===== src/rtl/capture_sequencer.sv =====
// Command-driven measurement sequencer: transmit burst, settle gap, then a
// decimated two-channel capture streamed to the hex dumper.
module capture_sequencer #(
  parameter int TX_CYCLES     = 4800,
  parameter int SETTLE_CYCLES = 480,
  parameter int CAP_LEN       = 1024,
  parameter int CNT_W         = 16
) (
  input  logic       clk,
  input  logic       rst,
  input  logic [7:0] cmd_dat,
  input  logic       cmd_stb,
  input  logic       sig,
  input  logic       sig1,
  input  logic       dump_ready,
  output logic       tx_en,
  output logic [1:0] sample,
  output logic       sample_stb,
  output logic       busy,
  output logic       done,
  output logic       cmd_err,
  output logic [7:0] overrun
);

  localparam int TICK_W = $clog2(CAP_LEN + 1);

  localparam logic [7:0] CMD_SINGLE = 8'h53;
  localparam logic [7:0] CMD_CONT   = 8'h43;
  localparam logic [7:0] CMD_ABORT  = 8'h58;

  typedef enum logic [2:0] {
    ST_IDLE,
    ST_TX,
    ST_SETTLE,
    ST_CAPTURE,
    ST_DONE
  } state_t;

  state_t            state_q, state_d;
  logic [CNT_W-1:0]  cnt_q, cnt_d;
  logic [TICK_W-1:0] ticks_q, ticks_d;
  logic [2:0]        decim_sel_q, decim_sel_d;
  logic [2:0]        decim_act_q, decim_act_d;
  logic              cont_q, cont_d;

  logic [1:0]        sample_d;
  logic [7:0]        overrun_d;
  logic              sample_stb_d, done_d, cmd_err_d, tx_en_d, busy_d;

  logic              is_abort, is_start, is_digit, start_ok;
  logic [CNT_W-1:0]  period_m1;

  assign is_abort  = cmd_stb && (cmd_dat == CMD_ABORT);
  assign is_start  = cmd_stb && ((cmd_dat == CMD_SINGLE) || (cmd_dat == CMD_CONT));
  assign is_digit  = cmd_stb && (cmd_dat[7:3] == 5'b00110);
  assign start_ok  = is_start && (state_q == ST_IDLE);
  assign period_m1 = (CNT_W'(1) << decim_act_q) - CNT_W'(1);

  always_comb begin
    // NOTE: every variable gets a default before any branch so no latch is inferred.
    state_d      = state_q;
    cnt_d        = cnt_q;
    ticks_d      = ticks_q;
    decim_sel_d  = decim_sel_q;
    decim_act_d  = decim_act_q;
    cont_d       = cont_q;
    sample_d     = sample;
    overrun_d    = overrun;
    sample_stb_d = 1'b0;
    cmd_err_d    = cmd_stb && !is_digit && !is_abort && !start_ok;

    if (is_digit) decim_sel_d = cmd_dat[2:0];

    unique case (state_q)
      ST_IDLE: begin
        if (start_ok) begin
          state_d     = ST_TX;
          cnt_d       = CNT_W'(TX_CYCLES - 1);
          decim_act_d = decim_sel_q;
          overrun_d   = 8'd0;
          cont_d      = (cmd_dat == CMD_CONT);
        end
      end
      ST_TX: begin
        if (cnt_q == '0) begin
          state_d = ST_SETTLE;
          cnt_d   = CNT_W'(SETTLE_CYCLES - 1);
        end else begin
          cnt_d = cnt_q - CNT_W'(1);
        end
      end
      ST_SETTLE: begin
        if (cnt_q == '0) begin
          state_d = ST_CAPTURE;
          ticks_d = '0;
        end else begin
          cnt_d = cnt_q - CNT_W'(1);
        end
      end
      ST_CAPTURE: begin
        // One extra cycle after the last tick lets its strobe precede done.
        if (ticks_q == TICK_W'(CAP_LEN)) begin
          state_d = ST_DONE;
        end else if (cnt_q == '0) begin
          ticks_d = ticks_q + TICK_W'(1);
          cnt_d   = period_m1;
          if (dump_ready) begin
            sample_d     = {sig1, sig};
            sample_stb_d = 1'b1;
          end else if (overrun != 8'hFF) begin
            overrun_d = overrun + 8'd1;
          end
        end else begin
          cnt_d = cnt_q - CNT_W'(1);
        end
      end
      ST_DONE: begin
        if (cont_q) begin
          state_d     = ST_TX;
          cnt_d       = CNT_W'(TX_CYCLES - 1);
          decim_act_d = decim_sel_q;
        end else begin
          state_d = ST_IDLE;
        end
      end
      default: state_d = ST_IDLE;
    endcase

    // Abort overrides any tick or terminal count computed above.
    if (is_abort) begin
      state_d      = ST_IDLE;
      cont_d       = 1'b0;
      sample_d     = sample;
      sample_stb_d = 1'b0;
      overrun_d    = overrun;
    end

    tx_en_d = (state_d == ST_TX);
    busy_d  = (state_d != ST_IDLE);
    done_d  = (state_d == ST_DONE);
  end

  // NOTE: sequential state uses non-blocking assignments so all flops update together.
  always_ff @(posedge clk or negedge rst) begin
    if (!rst) begin
      state_q     <= ST_IDLE;
      cnt_q       <= '0;
      ticks_q     <= '0;
      decim_sel_q <= 3'd0;
      decim_act_q <= 3'd0;
      cont_q      <= 1'b0;
      tx_en       <= 1'b0;
      sample      <= 2'b00;
      sample_stb  <= 1'b0;
      busy        <= 1'b0;
      done        <= 1'b0;
      cmd_err     <= 1'b0;
      overrun     <= 8'd0;
    end else begin
      state_q     <= state_d;
      cnt_q       <= cnt_d;
      ticks_q     <= ticks_d;
      decim_sel_q <= decim_sel_d;
      decim_act_q <= decim_act_d;
      cont_q      <= cont_d;
      tx_en       <= tx_en_d;
      sample      <= sample_d;
      sample_stb  <= sample_stb_d;
      busy        <= busy_d;
      done        <= done_d;
      cmd_err     <= cmd_err_d;
      overrun     <= overrun_d;
    end
  end

endmodule


===== config.mk =====
export PLATFORM = sky130hd
export DESIGN_NAME = capture_sequencer
export DESIGN_NICKNAME = d
export VERILOG_FILES = /design/src/rtl/capture_sequencer.sv
export SDC_FILE = /design/constraint.sdc
export NUM_CORES = 1
export LEC_CHECK = 0
export BUFFER_PORTS_ARGS = -buffer_cell sky130_fd_sc_hd__buf_2
export CAP_MARGIN = 0
export CORE_MARGIN = 8
export CORE_UTILIZATION = 55
export CTS_BUF_LIST = sky130_fd_sc_hd__clkbuf_4
export CTS_CLUSTER_SIZE = 20
export DETAILED_ROUTE_END_ITERATION = 7
export HOLD_SLACK_MARGIN = 0.02
export PLACE_DENSITY = 0.74
export SYNTH_ARGS = -nofsm -noshare
export SYNTH_HDL_FRONTEND = slang
export SYNTH_SLANG_ARGS = --single-unit

===== constraint.sdc =====
create_clock -name clk -period 6 [get_ports clk]
set_clock_uncertainty 0.15 [all_clocks]
set_input_delay 1.5 -clock clk [delete_from_list [all_inputs] [get_ports clk]]
set_output_delay 1.5 -clock clk [all_outputs]
set_load 0.05 [all_outputs]

---- After elaboration in Yosys (flattened, before gate mapping) ----
Cells that the tools add are included.
cells by class
  add/subtract/negate cells ............... 4
  $mul .................................... 0
  divide/modulo/power cells ............... 0
  magnitude comparators ................... 0
  equal/unequal tests ..................... 20
  shift-type cells ........................ 1
  multiplexer cells ....................... 35
  bitwise gates (word level) .............. 2
  reductions and logical operators ........ 26
operators with widths
  operator                                                              number
  16-bit 2-to-1 mux                                                     6
  16-bit case mux with 5 select lines                                   1
  8-bit 2-to-1 mux                                                      5
  11-bit 2-to-1 mux                                                     3
  8-bit by 7-bit == test with 1-bit output, second input constant       3
  11-bit case mux with 2 select lines                                   1
  3-bit 2-to-1 mux                                                      7
  16-bit zero test                                                      1
  2-bit != test, second input constant                                  8
  8-bit case mux with 2 select lines                                    1
  1-bit by 3-bit << shifter with 16-bit output, first input constant    1
  16-bit by 1-bit subtractor with 16-bit output, second input constant  1
  16-bit by 2-bit subtractor with 16-bit output, second input constant  1
  3-bit case mux with 5 select lines                                    1
  11-bit by 1-bit adder with 11-bit output, second input constant       1
  11-bit == test, second input constant                                 1
  5-bit AND reduction                                                   2
  2-bit nonzero test                                                    5
  1-bit 2-to-1 mux                                                      9
  8-bit by 1-bit adder with 8-bit output, second input constant         1
  8-bit != test, second input constant                                  1
  1-bit logical AND                                                     7
  7-bit AND reduction                                                   1
  3-bit by 1-bit == test with 1-bit output, second input constant       2
  other kinds (13)                                                      18
word-level totals
  flip-flop bits (word level) ............. 52
  latch bits .............................. 0
  memory bits (writable) .................. 0
  bits in read-only memories .............. 0
  input bits .............................. 14
  output and inout port bits .............. 15
  word-level logic and storage cells ...... 101
  memories kept ........................... 0

---- Logic depth before layout (Yosys ltp) ----
Gate-level depths: netlist of the first run.
  depth in word-level cells ............... 8
  depth in mapped cells ................... 9
  mapped depth without buffers ............ 8

---- Worst setup path before layout of the first run ----
Ideal clock, no wire load.
  path type ............................... input -> register
  start ................................... input cmd_dat[5]
  end ..................................... register overrun[4]
  library setup time ...................... 77 ps
  arrival time ............................ 3,135 ps
  required time ........................... 5,773 ps
  path slack .............................. 2,638 ps
  stages .................................. 7
  path buffers ............................ 2
  path through ............................ nand4bb_4 > and3b_1 > buf_6 > or4_4 > buf_6 > or4_1 > a21oi_1
between the ends
  cells in the longest elaborated chain, start to end .. 6
  elaborated cells on any way between the ends .. 10
  those cells by class .................... eq/ne (4); bitwise (1); reduce/logical (5)
ends and longest elaborated chain
  what                                      line  source
  start, declared                           11    input logic [7:0] cmd_dat,
  8-bit by 7-bit == test with 1-bit output  54    assign is_start = cmd_stb && ((cmd_dat == CMD_SINGLE) || (cmd_dat == CMD_CONT));
  1-bit logical OR                          54
  1-bit logical AND                         54
  1-bit logical AND                         56    assign start_ok = is_start && (state_q == ST_IDLE);
  2-bit != test (no source line)            n/a
  7-bit AND reduction (no source line) (*)  n/a
  end signal, assigned                      172   overrun <= overrun_d;
  end, declared                             22    output logic [7:0] overrun
Mark *: on every way between the ends. The rest lies on a longest branch, timed or not.
A chain may end at the register's enable or synchronous reset.

---- Worst setup path after layout of the first run ----
  start ................................... input cmd_dat[5]
  end ..................................... register cnt_q[13]
between the ends
  cells in the longest elaborated chain, start to end .. 6
  elaborated cells on any way between the ends .. 7
  those cells by class .................... eq/ne (3); reduce/logical (4)
ends and longest elaborated chain
  what                                      line  source
  8-bit by 7-bit == test with 1-bit output  54
  1-bit logical OR (*)                      54
  1-bit logical AND (*)                     54
  1-bit logical AND (*)                     56
  2-bit != test (no source line) (*)        n/a
  5-bit AND reduction (no source line) (*)  n/a
  end signal, assigned                      161   cnt_q <= cnt_d;
  end, declared                             40    logic [CNT_W-1:0] cnt_q, cnt_d;
Marked as above.

==> flow_metrics.tcl, run 1 <==
set metrics [dict create \
    critPathArrivalTime_ns 3.55 \
    synth_nets 385 \
    rsz0062_at_grt "false" \
    grt_util_all_layers_pct 19.1 \
    grt_pass1_wl_um 13700 \
    combPwrFrac_pct 22.1 \
    hold_viol 0 \
    critPathTopFamily "simple AND/OR/NAND/NOR gates" \
    numCtsBuffers 5 \
    netSwitchingFraction_pct 32.2 \
    yosys.area.top_type "dfrtp_1" \
    h-tree-depth 2 \
    final_layout_size_suffix_gt1_share_pct 16.7 \
    wl_um 8040 \
    layout_commonest_cell "dfrtp_1" \
    tightest_slew_ns 0.820 \
    grt_max_degree 53 \
    slowest_stage "or2_0" \
    instances_no_fill 458 \
    ir_worst_vdd_mv 0.176 \
    max_freq_mhz 292 \
    pwr-share-seq_pct 50.5 \
    topRoutingLayerUsed "met4" \
    hold-worst-slack_ns 0.369 \
    grt_antenna_before_repair 0 \
    gp_congestion 0.908 \
    drt-vias-per-instance 6.51 \
    fillers 490 \
    ys_types 62 \
    worstPathCellList "buf_2 > nand4bb_4 > or2_2 > a22o_1 > or2_0 > o41ai_1" \
    finalCritPeriodShare_pct 57.2 \
    first_global_vias 2817 \
    wl_met1_um 3560 \
    ctsHoldBuffers 0 \
    yosys-top-cells-area "dfrtp_1, o21ai_0, a211oi_1, o31ai_1, mux2_2" \
    end_kind "flop" \
    slew_headroom_pct 44.9 \
    period_minus_slack_ns 3.43 \
    timing.final.ws_setup_ns 2.57 \
    p_int_w 0.000589 \
    clock_power_share_pct 27.4 \
    synth.avg_cell_area_um2 9.05 \
    fin_util_pct 60.9 \
    cp.required_ns 6.12 \
    cts_buffer_depth 2 \
    antenna_cells 0 \
    finalMaxSlewViolations 0 \
    setup_violations 0 \
    clk_pin_slew_ns 0.15 \
    ys_seq_area_share_pct 39.5 \
    ant_nets 0 \
    synth_edf_count 0 \
    multi_input_area_mm2 0.00184 \
    crit_path_max_fanout 16 \
    core_mm2 0.00585 \
    p_leak_nw 1.49 \
    violations "design-rule violations" \
    finalSetupTns_ns 0 \
    critPathMaxStageDelay_ns 0.52 \
    critPathBufInv 1 \
    worstSetupPathType "input port to flop" \
    wl_met2_um 3840 \
    portBuffers 28 \
    hp-class "flop to flop" \
    rows 28 \
    seqCellArea_mm2 0.00130 \
    area_growth_pct 8.13 \
    drc 1 \
    die_h_um 93.4 \
    drt_iter0_drc 198 \
    synth_top_area_share_pct 39.5 \
    p_sw_w 0.000280 \
    clk_latency_ns 0.37 \
    io_pins 29 \
    synth_warnings 0 \
    async_flop_share_pct 100 \
    met3_length_um 566 \
    die_area_mm2 0.00872 \
    run_status "finished, violations left" \
    nets 404 \
    p_per_area_mw_per_mm2 244 \
    synth_flop_cell "dfrtp_1" \
    routedWlPerCell_um 17.6 \
    post_cts_resized 0 \
    syn_inst 364 \
    pre_cts_ws_ns 2.20 \
    cap_violations 0 \
    cts_tree "yes" \
    start_util_pct 56.3 \
    die_w_um 93.4 \
    critPathLaunchType "input port" \
    dp_cells 451 \
    post_cts_buffers 0 \
    syn_area_mm2 0.00329 \
    vias 2983 \
    dr.pass1.iters 8 \
    cts_root_buf "clkbuf_4" \
    grt_overflow_total 0 \
    cts.sink_count 52 \
    synth_seq_cells 52 \
    final_cell_mix "dfrtp_1, buf_2, o21ai_0" \
    dp_hpwl_um 5800 \
]
[cells in the mapped netlist (5+ instances only)]
| cell | number |
|---|---|
| inv_1 | 20 |
| or3_1 | 13 |
| or2_2 | 9 |
| a211oi_1 | 14 |
| mux2_2 | 8 |
| and3_1 | 7 |
| ha_1 | 7 |
| nor3_1 | 16 |
| nand4_1 | 7 |
| clkbuf_1 | 15 |
| nor2_1 | 21 |
| nand3_1 | 11 |
| or4_1 | 6 |
| dfrtp_1 | 52 |
| nor4_1 | 8 |
| o22ai_1 | 5 |
| a21oi_1 | 17 |
| nand2_1 | 21 |
| o21ai_0 | 24 |
| o31ai_1 | 13 |
[power groups by stage]
stage                     Sequential [W]  Clock, W  Combinational (W)
after CTS                       0.000438  0.000245           0.000191
after floorplan                 0.000445         0           0.000133
after global routing            0.000446  0.000259           0.000211
after global placement          0.000444         0           0.000184
final                           0.000439  0.000239           0.000192
after detailed placement        0.000444         0           0.000190
[metrics by stage]
stage	total power [W]	area, um^2
global route	0.000916	3560
global placement	0.000628	3460
floorplan	0.000578	3290
CTS	0.000873	3560
finish	0.000870	3560
detailed placement	0.000634	3460
[worst register-to-register path: stages (launching register included)]
cell	delay, ns
dfrtp_1	0.41
inv_1	0.15
ha_1	0.18
nor4b_2	0.36
nand4_1	0.57
o31ai_2	0.41
buf_4	0.30
or2_0	0.55
o21ai_0	0.20
[layer usage]
metal  up-vias  global-route usage [%]
met5         -                       0
met4         0                    5.50
met3         8                    4.17
met2       105                    30.6
met1      1446                    25.2
li1       1424                       -
[final cells by class]
class | instances | area share [%]
clock buffers | 5 | 1.05
flip-flops and latches | 52 | 36.5
clock inverters | 2 | 1.69
multi-input cells | 274 | 51.6
repair buffers | 30 | 4.36
well taps | 75 | 2.64
inverters | 20 | 2.11
[final timing paths]
kind / endpoint / cells after the start / slack, ns / startpoint
hold / removal: sample[0] / 1 / 0.37 / sample[0]
hold reg to reg: sample[0] / 1 / 0.37 / sample[0]
min in group asynchronous: overrun[7] / 2 / 1.07 / rst
setup / recovery: cnt_q[13] / 6 / 2.57 / cmd_dat[5]
setup reg to reg: cnt_q[12] / 8 / 2.59 / cnt_q[0]
max in group asynchronous: cnt_q[8] / 2 / 4.18 / rst
[kinds of logic after synthesis]
kind of cell	share of synthesized area [%]
and+or+nand+nor	27.1
xor gates and xnor gates	0.798
DFF	39.5
muxes	3.65
AOI/OAI and AO/OA	21.5
adders and majority gates	2.66
buffers and inverters	4.82
[state kept, by name, summed over array words and instances (netlist names)]
| signal | cells |
|---|---|
| done | 1 |
| cont_q | 1 |
| cnt_q | 16 |
| busy | 1 |
| overrun | 8 |
| decim_act_q | 3 |
| ticks_q | 11 |
| cmd_err | 1 |
| tx_en | 1 |
| decim_sel_q | 3 |
| sample_stb | 1 |
| state_q | 3 |
| sample | 2 |
(Power assumes the default switching activity.)
==> inputs of run 2 (changes only) <==
- ABC_AREA: not set -> 1
- PLACE_DENSITY: 0.74 -> 0.77
- clock period: 6 -> 2.9 ns (I/O delays scaled with it)
==> flow_metrics.tcl, run 2 <==
set metrics [dict create \
    run_status "complete, no violations" \
    r2r_cells 9 \
    critPathMaxStageDelay_ns 0.46 \
    grt_max_degree 53 \
    ir_worst_vdd_mv 0.344 \
    fillers 588 \
    r2r_slack_ns 0.74 \
    post_cts_buffers 0 \
    first_global_vias 3204 \
    ctsHoldBuffers 0 \
    worstPathCellList "inv_2 > nand2_2 > nor2_4 > inv_2 > o21bai_2 > nand2_2 > nor2_4 > nand2_1 > nand2_1" \
    worstSetupPathType "flop to flop" \
    p_leak_nw 2.07 \
    async_flop_share_pct 100 \
    cap_violations 0 \
    cts_tree "yes" \
    dr.pass1.iters 5 \
    numCtsBuffers 5 \
    max_freq_mhz 463 \
    rows 29 \
    reg2reg_from "state_q[2]" \
    drt_iter0_drc 201 \
    hp-class "input port to async pin" \
    synth.avg_cell_area_um2 6.95 \
    start_util_pct 57.4 \
    drc 0 \
    p_per_area_mw_per_mm2 677 \
    p_total_w 0.00266 \
    h-tree-depth 2 \
    synth_warnings 0 \
    cts_buffer_depth 2 \
    synth_flop_cell "dfrtp_1" \
    grt_antenna_before_repair 0 \
    area_growth_pct 7.34 \
    ant_nets 0 \
    synth_seq_cells 52 \
    hold-worst-slack_ns 0.284 \
    crit_path_max_fanout 15 \
    die_h_um 97.6 \
    vias 3386 \
    grt_util_all_layers_pct 17.3 \
    top_register "cnt_q" \
    finalMaxSlewViolations 0 \
    syn_area_mm2 0.00366 \
    io_pins 29 \
    core_mm2 0.00639 \
    antenna_cells 0 \
    grt_pass1_wl_um 14300 \
    gp_congestion 0.911 \
    tightest_slew_ns 0.668 \
    finalSetupTns_ns 0 \
    cp.required_ns 3.07 \
    clk_latency_ns 0.38 \
    portBuffers 28 \
    slew_headroom_pct 55.5 \
    die_w_um 97.6 \
    critPathBufInv 2 \
    timing.final.ws_setup_ns 0.739 \
    synth_commonest_cells "nand2_1, nor2_1, inv_1, dfrtp_1, nand3_1" \
    synth_edf_count 0 \
    end_kind "flop" \
    cp-startpoint "state_q[2]" \
    critPathTopFamily "simple AND/OR/NAND/NOR gates" \
    pre_cts_ws_ns 0.636 \
    final_cell_mix "nand2_1, nor2_1, inv_1" \
    largest_register_ffs 16 \
    synth_nets 548 \
    period_minus_slack_ns 2.16 \
    finalCritPeriodShare_pct 74.5 \
    top_regs "cnt_q (16), ticks_q (11), overrun (8)" \
    wl_um 8170 \
    slowest_stage "dfrtp_1" \
    yosysMostFrequentCell "nand2_1" \
    clk_pin_slew_ns 0.16 \
    ys_seq_area_share_pct 35.5 \
    drt-vias-per-instance 5.34 \
    rsz0062_at_grt "false" \
    setup_violations 0 \
    yosys.area.top_type "dfrtp_1" \
    hold_viol 0 \
    final_layout_size_suffix_gt1_share_pct 15.6 \
    dp_hpwl_um 6160 \
    reg2reg_to "overrun[1]" \
    fin_util_pct 61.6 \
    post_cts_resized 0 \
    nets 577 \
    grt_overflow_total 0 \
    synth_top_area_share_pct 35.5 \
    layout_commonest_cell "nand2_1" \
    yosys-top-cells-area "dfrtp_1, nand2_1, nor2_1, inv_1, nand3_1" \
    critPathLaunchType "flop" \
    die_area_mm2 0.00953 \
    critPathArrivalTime_ns 2.33 \
    routedWlPerCell_um 12.9 \
    cts.sink_count 52 \
    cts_root_buf "clkbuf_4" \
    ys_types 35 \
    syn_inst 527 \
]
## run 2: cell types whose count changed after synthesis, sizes merged, moves of 9 or more
| cell | delta |
|---|---|
| o31ai | -12 |
| inv | +49 |
| a211oi | -14 |
| a21oi | -11 |
| or3 | -13 |
| nand2 | +151 |
| nor2 | +55 |
| clkbuf | -14 |
| nor4 | -9 |
| or2 | -9 |
| o21ai | +11 |
| nand3 | +35 |
| xor2 | +14 |
## run 2: how the worst max path moves through the flow
stage / endpoint / slack (ns) / depth (start not counted)
floorplan: cnt_q[5] / 1.03 / 12
global placement: cnt_q[11] / 0.66 / 13
detailed placement: cnt_q[11] / 0.64 / 13
CTS: overrun[1] / 0.74 / 9
global route: cnt_q[15] / 0.56 / 13
finish: overrun[1] / 0.74 / 9
## run 2: metrics by stage
step                      std cells  area (um^2)
after detailed placement        626         3850
after global routing            634         3930
final                           634         3930
after CTS                       634         3930
after floorplan                 527         3660
after global placement          626         3850
## run 2: power breakdown
| group | switching (W) | internal [W] | total [W] |
|---|---|---|---|
| sequential | 0.000135 | 0.000842 | 0.000977 |
| clock | 0.000234 | 0.000181 | 0.000414 |
| combinational | 0.000882 | 0.000389 | 0.00127 |
| total | 0.00125 | 0.00141 | 0.00266 |
## run 2: area by class of cell
cell class,instances,area [um^2],area share [%]
Multi-Input combinational cell,399,2050,52.0
Tap cell,77,96.3,2.45
Timing Repair Buffer,29,148,3.75
Sequential cell,52,1300,33.1
Clock buffer,5,37.5,0.955
Clock inverter,3,42.5,1.08
Inverter,69,262,6.65
## run 2: worst register-to-register path, cell delays in order (launching register included)
cell	delay (ns)
dfrtp_1	0.46
inv_2	0.09
nand2_2	0.08
nor2_4	0.36
inv_2	0.25
o21bai_2	0.20
nand2_2	0.14
nor2_4	0.22
nand2_1	0.08
nand2_1	0.07
## run 2: cells by family (layout without fill, tap and decap cells)
logic type      Yosys count  after routing  synth area share [%]
compound gates           44             44                  7.34
xor+xnor                 20             20                  4.78
fa+ha+maj                 7              7                  2.39
buf+inv                  76            106                  8.64
flops                    52             52                  35.5
mux                       1              1                 0.307
simple gates            327            327                  41.0
## run 2: layer usage
layer,share of wire (%),up-vias,wire length (um),global-route usage [%]
li1,-,1727,-,-
met4,1.7,0,137,5.24
met1,47,1574,3860,22.2
met2,47,77,3870,28.8
met5,0,-,0,0
met3,3.7,8,300,2.84
==> inputs of run 3 (changes only) <==
- ABC_AREA: 1 -> 0
- clock period: 2.9 -> 1.75 ns (I/O delays scaled with it)
==> flow_metrics.tcl, run 3 (synthesized netlist as in run 1, its figures left out) <==
set metrics [dict create \
    grt_max_degree 53 \
    ant_nets 0 \
    run_status "finished, violations left" \
    clk_pin_slew_ns 0.17 \
    rsz0062_at_grt "true" \
    gp_congestion 0.928 \
    end_kind "flop" \
    core_mm2 0.00585 \
    layout_commonest_cell "buf_4" \
    largest_register_ffs 16 \
    dp_hpwl_um 7600 \
    p_leak_nw 2.37 \
    reg2reg_to "ticks_q[6]" \
    worstSetupPathType "flop to flop" \
    p_per_area_mw_per_mm2 676 \
    postPlaceCellArea_mm2 0.00457 \
    r2r_slack_ns -0.86 \
    die_h_um 93.4 \
    tightest_slew_ns 0.557 \
    setup_violations 53 \
    violations "negative setup slack" \
    rows 28 \
    cts_tree "yes" \
    pre_cts_ws_ns -0.627 \
    final_cell_mix "buf_4, dfrtp_1, buf_6" \
    drt_iter0_drc 817 \
    routedWlPerCell_um 31.0 \
    hold_depth 2 \
    die_w_um 93.4 \
    hold_viol 0 \
    h-tree-depth 2 \
    finalCritPeriodShare_pct 149 \
    cts_root_buf "clkbuf_4" \
    ir_worst_vdd_mv 0.792 \
    cts_buffer_depth 2 \
    top_register "cnt_q" \
    drt-vias-per-instance 7.81 \
    drc 0 \
    clk_latency_ns 0.42 \
    cap_violations 0 \
    slew_headroom_pct 62.9 \
    reg2reg_from "cnt_q[1]" \
    hold_start "sig" \
    grt_util_all_layers_pct 29.9 \
    nets 540 \
    period_minus_slack_ns 2.61 \
    antenna_cells 0 \
    wl_um 18500 \
    cts.sink_count 52 \
    finalMaxSlewViolations 0 \
    numCtsBuffers 5 \
    fin_util_pct 93.9 \
    portBuffers 28 \
    cp.required_ns 1.94 \
    seqCellArea_mm2 0.00131 \
    multi_input_area_mm2 0.00259 \
    crit_path_max_fanout 8 \
    grt_pass1_wl_um 20700 \
    fillers 159 \
    area_growth_pct 66.8 \
    critPathLaunchType "flop" \
    start_util_pct 56.3 \
    top_regs "cnt_q (16), ticks_q (11), overrun (8)" \
    hold_end "sample[0]" \
    timing.final.ws_setup_ns -0.856 \
    io_pins 29 \
    max_freq_mhz 384 \
    grt_antenna_before_repair 0 \
    grt_overflow_total 0 \
    critPathArrivalTime_ns 2.80 \
    vias 4648 \
    r2r_cells 9 \
    fin_area_mm2 0.00549 \
    hp-class "input port to flop" \
    dr.pass1.iters 6 \
    die_area_mm2 0.00872 \
    first_global_vias 4243 \
    final_layout_size_suffix_gt1_share_pct 60.4 \
]
[run 3: changes by cell type in the layout (fill, tap and decap cells not counted), sizes merged, moves of 35 or more]
cell / previous run / this run
nand2: 172 / 21
buf: 29 / 163
nor2: 76 / 21
inv: 69 / 20
nand3: 46 / 11
[run 3: power breakdown]
part | total (W) | internal (W) | switching (W)
Sequential | 0.00155 | 0.00133 | 0.000217
Clock | 0.000627 | 0.000186 | 0.000441
Combinational | 0.00153 | 0.000691 | 0.000843
[run 3: per-stage QoR]
step / total power (W) / hold WS, ns / setup TNS, ns / std cells
after global routing: 0.00379 / 0.0657 / -34.45 / 595
after floorplan: 0.00212 / -0.00809 / -11.57 / 364
final: 0.00371 / 0.0824 / -29.98 / 595
after CTS: 0.00332 / 0.112 / -17.00 / 586
after global placement: 0.00260 / 0.301 / -16.63 / 566
after detailed placement: 0.00265 / 0.303 / -18.98 / 566
[run 3: cell type report]
class | count | share of cell area [%]
multi-input cells | 275 | 47.2
repair buffers | 165 | 24.9
flip-flops and latches | 52 | 23.8
well taps | 75 | 1.71
inverters | 20 | 1.37
clock buffers | 7 | 0.957
clock inverters | 1 | 0.0684
[run 3: critical path: stages, from the launching register on]
cell,delay [ns]
dfrtp_1,0.43
inv_2,0.09
ha_4,0.17
nor4b_4,0.34
buf_4,0.19
and4_4,0.23
nand4_1,0.17
buf_6,0.21
or3_4,0.35
a21oi_2,0.19
[run 3: how the worst max path moves through the flow]
stage / start / to / slack, ns / cells after the start
floorplan: ticks_q[0] / overrun[4] / -0.63 / 9
global placement: cmd_dat[5] / overrun[2] / -0.55 / 6
detailed placement: cmd_dat[3] / overrun[2] / -0.63 / 6
CTS: ticks_q[0] / overrun[2] / -0.53 / 7
global route: cnt_q[1] / cnt_q[10] / -0.95 / 10
finish: cnt_q[1] / ticks_q[6] / -0.86 / 9
[run 3: routing by layer]
layer	up-vias	GRT usage [%]	part of all wire (%)	wire length, um
met5	-	0	0	0
met4	0	20.3	10	1860
met3	260	7.29	16	3050
met2	599	48.1	42	7750
met1	2092	34.5	31	5820
li1	1697	-	-	-
[run 3: what timing repair did]
action                     in CTS  in global routing
cloned                          2                  0
hold buffers                    1                  0
pin swaps                      33                 33
hold endpoints to repair       52                  0
resized for setup              69                 94
setup endpoints to repair      50                 56
buffers inserted               11                 13
